File: src/rtl/ram_arb_pkg.sv
// ram_arb_pkg: shared definitions for the RAM port arbiter.
//   arb_state_e  - arbiter FSM encoding (ARB = free arbitration, LOCKED = owner only)
//   M0 / M1      - requester index constants
//   lock_cnt_w() - width of the consecutive-locked-transfer counter
package ram_arb_pkg;

    typedef enum logic {
        ARB    = 1'b0,
        LOCKED = 1'b1
    } arb_state_e;

    localparam logic M0 = 1'b0;
    localparam logic M1 = 1'b1;

    // Counter must be able to hold MAX_LOCK itself.
    function automatic int lock_cnt_w(input int max_lock);
        return $clog2(max_lock + 1);
    endfunction

endpackage

File: src/rtl/ram_port_arbiter_if.sv
// ram_port_arbiter_if: bundle of the two requester ports and the shared RAM port.
//   mN_req/we/lock/addr/wdata  requester -> arbiter
//   mN_gnt/rvalid/rdata        arbiter -> requester
//   ram_we/addr/din            arbiter -> RAM
//   ram_dout                   RAM -> arbiter (registered, 1-cycle latency)
// Modports: master (requester side), slave (arbiter side), ram (RAM side).
interface ram_port_arbiter_if #(
    parameter int DATA_WIDTH = 32,
    parameter int ADDR_WIDTH = 10
);
    logic                  m0_req, m0_we, m0_lock;
    logic [ADDR_WIDTH-1:0] m0_addr;
    logic [DATA_WIDTH-1:0] m0_wdata;
    logic                  m0_gnt, m0_rvalid;
    logic [DATA_WIDTH-1:0] m0_rdata;

    logic                  m1_req, m1_we, m1_lock;
    logic [ADDR_WIDTH-1:0] m1_addr;
    logic [DATA_WIDTH-1:0] m1_wdata;
    logic                  m1_gnt, m1_rvalid;
    logic [DATA_WIDTH-1:0] m1_rdata;

    logic                  ram_we;
    logic [ADDR_WIDTH-1:0] ram_addr;
    logic [DATA_WIDTH-1:0] ram_din;
    logic [DATA_WIDTH-1:0] ram_dout;

    modport master (
        output m0_req, m0_we, m0_lock, m0_addr, m0_wdata,
        output m1_req, m1_we, m1_lock, m1_addr, m1_wdata,
        input  m0_gnt, m0_rvalid, m0_rdata,
        input  m1_gnt, m1_rvalid, m1_rdata
    );

    modport slave (
        input  m0_req, m0_we, m0_lock, m0_addr, m0_wdata,
        input  m1_req, m1_we, m1_lock, m1_addr, m1_wdata,
        output m0_gnt, m0_rvalid, m0_rdata,
        output m1_gnt, m1_rvalid, m1_rdata,
        output ram_we, ram_addr, ram_din,
        input  ram_dout
    );

    modport ram (
        input  ram_we, ram_addr, ram_din,
        output ram_dout
    );
endinterface

File: src/rtl/ram_port_arbiter_rr_arb2.sv
// rr_arb2: combinational 2-way round-robin grant.
//   req_i  [1:0]  raw requests
//   mask_i [1:0]  eligibility (both set in ARB, owner only in LOCKED)
//   prio_i        preferred index on contention (0 = m0)
//   gnt_o  [1:0]  one-hot or zero grant
module rr_arb2
    import ram_arb_pkg::*;
(
    input  logic [1:0] req_i,
    input  logic [1:0] mask_i,
    input  logic       prio_i,
    output logic [1:0] gnt_o
);
    logic [1:0] elig;

    assign elig = req_i & mask_i;

    always_comb begin
        gnt_o = elig;
        if (elig == 2'b11) begin
            gnt_o = (prio_i == M1) ? 2'b10 : 2'b01;
        end
    end
endmodule

File: src/rtl/ram_port_arbiter.sv
// ram_port_arbiter: shares one RAM port between requesters m0 and m1.
//   clk, rst  single clock, synchronous active-high reset
//   bus       ram_port_arbiter_if.slave - requester ports and RAM port
// Round-robin arbitration, optional bus lock bounded to MAX_LOCK consecutive
// transfers, and routing of the 1-cycle registered read data to the issuer.
module ram_port_arbiter
    import ram_arb_pkg::*;
#(
    parameter int DATA_WIDTH = 32,
    parameter int ADDR_WIDTH = 10,
    parameter int MAX_LOCK   = 16
) (
    input  logic                clk,
    input  logic                rst,
    ram_port_arbiter_if.slave   bus
);
    localparam int              LCW        = lock_cnt_w(MAX_LOCK);
    localparam logic [LCW-1:0]  MAX_LOCK_C = LCW'(MAX_LOCK);

    arb_state_e            state_q, state_d;
    logic                  prio_q, prio_d;
    logic                  owner_q, owner_d;
    logic [LCW-1:0]        lock_cnt_q, lock_cnt_d;
    logic                  rd_pend_q, rd_pend_d;
    logic                  rd_sel_q, rd_sel_d;
    logic [ADDR_WIDTH-1:0] addr_q, addr_d;

    logic [1:0]            req, mask, gnt;
    logic                  accept, gidx;
    logic                  sel_we, sel_lock, owner_req;
    logic [ADDR_WIDTH-1:0] sel_addr;
    logic [DATA_WIDTH-1:0] sel_wdata;
    logic                  rv;

    // Gating requests with rst forces both grants (and so ram_we) low in reset.
    assign req = rst ? 2'b00 : {bus.m1_req, bus.m0_req};

    always_comb begin
        mask = 2'b11;
        if (state_q == LOCKED) begin
            mask = (owner_q == M1) ? 2'b10 : 2'b01;
        end
    end

    rr_arb2 u_arb (
        .req_i  (req),
        .mask_i (mask),
        .prio_i (prio_q),
        .gnt_o  (gnt)
    );

    assign accept    = |gnt;
    assign gidx      = gnt[1] ? M1 : M0;
    assign sel_we    = (gidx == M1) ? bus.m1_we    : bus.m0_we;
    assign sel_lock  = (gidx == M1) ? bus.m1_lock  : bus.m0_lock;
    assign sel_addr  = (gidx == M1) ? bus.m1_addr  : bus.m0_addr;
    assign sel_wdata = (gidx == M1) ? bus.m1_wdata : bus.m0_wdata;
    assign owner_req = (owner_q == M1) ? bus.m1_req : bus.m0_req;

    assign bus.m0_gnt = gnt[0];
    assign bus.m1_gnt = gnt[1];

    // Address holds its last granted value while idle to avoid toggling the RAM.
    assign bus.ram_we   = accept & sel_we;
    assign bus.ram_addr = accept ? sel_addr : addr_q;
    assign bus.ram_din  = sel_wdata;

    // A response still in flight when rst rises is suppressed immediately.
    assign rv            = rd_pend_q & ~rst;
    assign bus.m0_rvalid = rv & (rd_sel_q == M0);
    assign bus.m1_rvalid = rv & (rd_sel_q == M1);
    assign bus.m0_rdata  = bus.m0_rvalid ? bus.ram_dout : '0;
    assign bus.m1_rdata  = bus.m1_rvalid ? bus.ram_dout : '0;

    always_comb begin
        state_d    = state_q;
        prio_d     = prio_q;
        owner_d    = owner_q;
        lock_cnt_d = lock_cnt_q;
        addr_d     = addr_q;
        rd_pend_d  = accept & ~sel_we;
        rd_sel_d   = rd_sel_q;

        if (accept) begin
            prio_d   = ~gidx;
            addr_d   = sel_addr;
            rd_sel_d = gidx;
        end

        case (state_q)
            ARB: begin
                if (accept && sel_lock && (MAX_LOCK > 1)) begin
                    state_d    = LOCKED;
                    owner_d    = gidx;
                    lock_cnt_d = LCW'(1);
                end
            end
            LOCKED: begin
                if (!owner_req) begin
                    // Idle owner forfeits the lock.
                    state_d    = ARB;
                    lock_cnt_d = '0;
                end else if (accept) begin
                    lock_cnt_d = lock_cnt_q + LCW'(1);
                    if (!sel_lock || (lock_cnt_q + LCW'(1) == MAX_LOCK_C)) begin
                        state_d    = ARB;
                        lock_cnt_d = '0;
                    end
                end
            end
            default: state_d = ARB;
        endcase
    end

    always_ff @(posedge clk) begin
        if (rst) begin
            state_q    <= ARB;
            prio_q     <= M0;
            owner_q    <= M0;
            lock_cnt_q <= '0;
            rd_pend_q  <= 1'b0;
            rd_sel_q   <= M0;
            addr_q     <= '0;
        end else begin
            state_q    <= state_d;
            prio_q     <= prio_d;
            owner_q    <= owner_d;
            lock_cnt_q <= lock_cnt_d;
            rd_pend_q  <= rd_pend_d;
            rd_sel_q   <= rd_sel_d;
            addr_q     <= addr_d;
        end
    end
endmodule

File: src/flat_wrapper.sv
// flat-port wrapper written by rule: the top's interface ports become plain ports
module ram_port_arbiter_flat import ram_arb_pkg::*;
#(
    parameter int DATA_WIDTH = 32,
    parameter int ADDR_WIDTH = 10,
    parameter int MAX_LOCK   = 16
)
  (clk, rst, bus_m0_req, bus_m0_we, bus_m0_lock, bus_m0_addr, bus_m0_wdata, bus_m1_req, bus_m1_we, bus_m1_lock, bus_m1_addr, bus_m1_wdata, bus_m0_gnt, bus_m0_rvalid, bus_m0_rdata, bus_m1_gnt, bus_m1_rvalid, bus_m1_rdata, bus_ram_we, bus_ram_addr, bus_ram_din, bus_ram_dout);
  ram_port_arbiter_if #(.DATA_WIDTH(DATA_WIDTH), .ADDR_WIDTH(ADDR_WIDTH)) bus_i ();
  input  logic clk;
  input  logic rst;
  input wire logic [$bits(bus_i.m0_req)-1:0] bus_m0_req;
  input wire logic [$bits(bus_i.m0_we)-1:0] bus_m0_we;
  input wire logic [$bits(bus_i.m0_lock)-1:0] bus_m0_lock;
  input wire logic [$bits(bus_i.m0_addr)-1:0] bus_m0_addr;
  input wire logic [$bits(bus_i.m0_wdata)-1:0] bus_m0_wdata;
  input wire logic [$bits(bus_i.m1_req)-1:0] bus_m1_req;
  input wire logic [$bits(bus_i.m1_we)-1:0] bus_m1_we;
  input wire logic [$bits(bus_i.m1_lock)-1:0] bus_m1_lock;
  input wire logic [$bits(bus_i.m1_addr)-1:0] bus_m1_addr;
  input wire logic [$bits(bus_i.m1_wdata)-1:0] bus_m1_wdata;
  output wire logic [$bits(bus_i.m0_gnt)-1:0] bus_m0_gnt;
  output wire logic [$bits(bus_i.m0_rvalid)-1:0] bus_m0_rvalid;
  output wire logic [$bits(bus_i.m0_rdata)-1:0] bus_m0_rdata;
  output wire logic [$bits(bus_i.m1_gnt)-1:0] bus_m1_gnt;
  output wire logic [$bits(bus_i.m1_rvalid)-1:0] bus_m1_rvalid;
  output wire logic [$bits(bus_i.m1_rdata)-1:0] bus_m1_rdata;
  output wire logic [$bits(bus_i.ram_we)-1:0] bus_ram_we;
  output wire logic [$bits(bus_i.ram_addr)-1:0] bus_ram_addr;
  output wire logic [$bits(bus_i.ram_din)-1:0] bus_ram_din;
  input wire logic [$bits(bus_i.ram_dout)-1:0] bus_ram_dout;
  assign bus_i.m0_req = bus_m0_req;
  assign bus_i.m0_we = bus_m0_we;
  assign bus_i.m0_lock = bus_m0_lock;
  assign bus_i.m0_addr = bus_m0_addr;
  assign bus_i.m0_wdata = bus_m0_wdata;
  assign bus_i.m1_req = bus_m1_req;
  assign bus_i.m1_we = bus_m1_we;
  assign bus_i.m1_lock = bus_m1_lock;
  assign bus_i.m1_addr = bus_m1_addr;
  assign bus_i.m1_wdata = bus_m1_wdata;
  assign bus_m0_gnt = bus_i.m0_gnt;
  assign bus_m0_rvalid = bus_i.m0_rvalid;
  assign bus_m0_rdata = bus_i.m0_rdata;
  assign bus_m1_gnt = bus_i.m1_gnt;
  assign bus_m1_rvalid = bus_i.m1_rvalid;
  assign bus_m1_rdata = bus_i.m1_rdata;
  assign bus_ram_we = bus_i.ram_we;
  assign bus_ram_addr = bus_i.ram_addr;
  assign bus_ram_din = bus_i.ram_din;
  assign bus_i.ram_dout = bus_ram_dout;
  ram_port_arbiter #(.DATA_WIDTH(DATA_WIDTH), .ADDR_WIDTH(ADDR_WIDTH), .MAX_LOCK(MAX_LOCK)) u_core (.clk(clk), .rst(rst), .bus(bus_i));
endmodule
File: config.mk
export PLATFORM = sky130hd
export DESIGN_NAME = ram_port_arbiter_flat
export DESIGN_NICKNAME = d
export VERILOG_FILES = /design/src/rtl/ram_arb_pkg.sv /design/src/rtl/ram_port_arbiter_if.sv /design/src/rtl/ram_port_arbiter_rr_arb2.sv /design/src/rtl/ram_port_arbiter.sv /design/src/flat_wrapper.sv
export SDC_FILE = /design/constraint.sdc
export NUM_CORES = 1
export LEC_CHECK = 0
export ABC_AREA = 1
export CAP_MARGIN = 20
export CORE_AREA = 4 4 89 91
export CTS_BUF_LIST = sky130_fd_sc_hd__clkbuf_16
export DETAILED_ROUTE_END_ITERATION = 12
export DIE_AREA = 0 0 93 95
export PLACE_DENSITY = 0.8
export SYNTH_ARGS = -nofsm -noshare
export SYNTH_HDL_FRONTEND = slang
export SYNTH_SLANG_ARGS = --single-unit
File: constraint.sdc
create_clock -name clk -period 4.2 [get_ports clk]
set_input_delay 0.63 -clock clk [delete_from_list [all_inputs] [get_ports clk]]
set_output_delay 0.63 -clock clk [all_outputs]
set_load 0.01 [all_outputs]
==> flow_summary.yaml <==
route:
  wl_mm: 9.43
  top_layer: "met4"
  vias: 3047
  first_iter_violations: 106
  viasPerCell: 4.29
  dr.pass1.iters: 4
  dr_wl_met2_mm: 4.91
  wl_met1_mm: 3.53
  drc: 0
  wl_per_cell_um: 13.3
  route.met3.wl_um: 849
  ant_nets: 0
clocking:
  cts-resized-gates: 0
  clk_pin_slew_worst_paths_ns: 0.05
  cts_root_buffer: "clkbuf_16"
  clk_latency_ns: 0.25
  clockBufferDepth: 2
  post_cts_buffers: 0
  cts_made_buffers: 3
  ctsHoldBuffers: 0
  clkSinkCount: 20
  htreeDepth: 1
  cts_tree: "yes"
floorplanning:
  row_count: 31
  die_area_um2: 8840
  die_w_um: 93
  ios: 235
  initial_core_util_pct: 26.8
  die_h_um: 95
  core_um2: 7140
timing:
  slew_headroom_pct: 39.2
  rsz0062_at_grt: "false"
  fmax_mhz: 279
  fin_tns_setup_ns: 0
  final_hold_viol_count: 0
  period_minus_slack_ns: 3.58
  setup_violations: 0
  drv_slew: 0
  skew_ns: 0.00215
  worst_pin_slew_ns: 0.911
  fin_crit_sh_pct: 85.3
power_and_ir_drop:
  total_leakage_power_nw: 2.14
  power_density_nw_per_um2: 185
  max-vdd-ir-drop_uv: 183
  total_power_uw: 813
yosys:
  synth_compound_area_share_pct: 2.03
  yosysWarnings: 0
  synth_top_family_by_area: "simple AND/OR/NAND/NOR gates"
  synth-adder-area-share_pct: 0.654
  synthArstFlopShare_pct: 0
  ys.flop_type: "dfxtp_1"
  synthXorXnorAreaFrac_pct: 0
  syn_area_um2: 1910
  synth_seq_cells: 20
  syn_avg_cell_area_um2: 4.93
  synth_cells: 388
  ys_seq_area_share_pct: 20.9
  muxShareOfSynthArea_pct: 0
  synth_simple_gate_area_share_pct: 59.5
  synth_edf_count: 0
  synth.distinct_cells: 25
  synthesis.nets: 513
final_layout:
  antenna_cells: 0
  fillers: 692
  syn2layout_area_growth_pct: 130
  final-instance-count-excl-fill: 710
  drive_above_1_share_pct: 2.95
  nNetsFinal: 738
  multi_input_comb_area_um2: 1190
  seq_area_um2: 400
worst_hold_path:
  min_path_type: "reg -> reg"
critical_path:
  crit_fanout: 28
  path_class: "in -> out"
  cp.arrival_ns: 2.95
  crit_path_end_kind: "output pin"
  critPathRequiredTime_ns: 3.57
  crit_path_start_kind: "input pin"
global_route:
  antenna_found_initial: 0
  track_usage_pct: 19.5
  globalRouteOverflowTotal: 0
  grt_max_degree: 35
  grt_pass1_wl_mm: 13.9
  first_global_vias: 2920
outcome:
  outcome: "finished, final reports clean"
placed_design:
  numPortBuffers: 234
  place.gp.congestion: 0.862
  place_hpwl_mm: 8.06
  placedCellCount: 707
flow_run:
  maxCapViolCount: 0
## worst max-delay path: stages
cell	delay (ns)
clkdlybuf4s50_1	0.54
inv_4	0.23
nand2_2	0.09
nor2_4	0.18
nand2_4	0.06
inv_2	0.27
buf_12	0.22
nand2_1	0.06
nand3_1	0.09
clkdlybuf4s50_1	0.56
## registers in the layout, summed over array words and instances, names as in the netlist
register           count
u_core.lock_cnt_q      5
u_core.addr_q         10
u_core.owner_q         1
u_core.rd_sel_q        1
u_core.prio_q          1
u_core.rd_pend_q       1
u_core.state_q         1
## metrics by stage
stage | worst slack (ns) | cell area (µm²) | utilization [%] | hold slack (ns)
finish | 0.616 | 4400 | 61.7 | 0.493
global route | 0.397 | 4400 | 61.7 | 0.523
floorplan | 2.00 | 1910 | - | 0.450
CTS | 0.555 | 4400 | 61.7 | 0.494
global placement | 0.567 | 4330 | 60.6 | 0.471
detailed placement | 0.568 | 4330 | 60.6 | 0.486
## report_power, final
group	internal, mW	switching (mW)	total [mW]
combinational	0.235	0.170	0.404
sequential	0.206	0.0106	0.216
clock	0.125	0.0670	0.192
## kinds of logic (layout without fill, tap and decap cells)
| kind of cell | count (synthesis) | after routing |
|---|---|---|
| buf+inv | 80 | 303 |
| flops | 20 | 20 |
| simple gates | 280 | 280 |
| compound gates | 7 | 7 |
| fa+ha+maj | 1 | 1 |
## cell usage in the layout (no fill, tap or decap), types with 2 or more instances in the layout
cell type	count
nor2_1	75
inv_1	60
nand2_4	2
inv_2	3
nor3_1	3
nand2_1	165
nand4_1	4
clkdlybuf4s50_1	234
nand3_1	22
a21oi_1	4
dfxtp_1	20
clkbuf_16	3
nand2_2	4
## cell usage after synthesis (2+ instances only)
| cell type | n | share of area (%) |
|---|---|---|
| a21oi_1 | 4 | 1.0 |
| nand2_1 | 165 | 32 |
| inv_1 | 60 | 12 |
| nor2_1 | 75 | 15 |
| nand2_4 | 2 | 1.2 |
| buf_4 | 5 | 2.0 |
| nor3_1 | 3 | 0.78 |
| dfxtp_1 | 20 | 21 |
| nand4_1 | 4 | 1.3 |
| nand3_1 | 22 | 5.8 |
| inv_2 | 3 | 0.59 |
| nand2_2 | 4 | 1.3 |
| clkbuf_1 | 9 | 1.8 |
## worst paths after layout
path	startpoint	end	slack [ns]	cells past startpoint
setup / recovery	rst	bus_ram_addr[3]	0.62	10
hold / removal	u_core.rd_sel_q$_SDFFE_PP0N_	u_core.rd_sel_q$_SDFFE_PP0N_	0.49	2
setup reg to reg	u_core.state_q$_SDFF_PP0_	u_core.lock_cnt_q[3]$_SDFFE_PP0P_	2.26	11
hold reg to reg	u_core.rd_sel_q$_SDFFE_PP0N_	u_core.rd_sel_q$_SDFFE_PP0N_	0.49	2
## per-layer routing
metal | up-vias | GRT usage, %
li1 | 1581 | -
met1 | 1307 | 21.2
met2 | 147 | 37.3
met3 | 12 | 5.34
met4 | 0 | 4.40
met5 | - | 0
## final cells by class
type / instances / share of cell area [%]
tap: 99 / 2.81
inverter: 64 / 5.51
timing repair buffer: 236 / 53.8
multi-input combinational: 288 / 27.1
clock buffer: 3 / 1.71
sequential: 20 / 9.09
No activity file was read; power rests on OpenSTA's default activity.
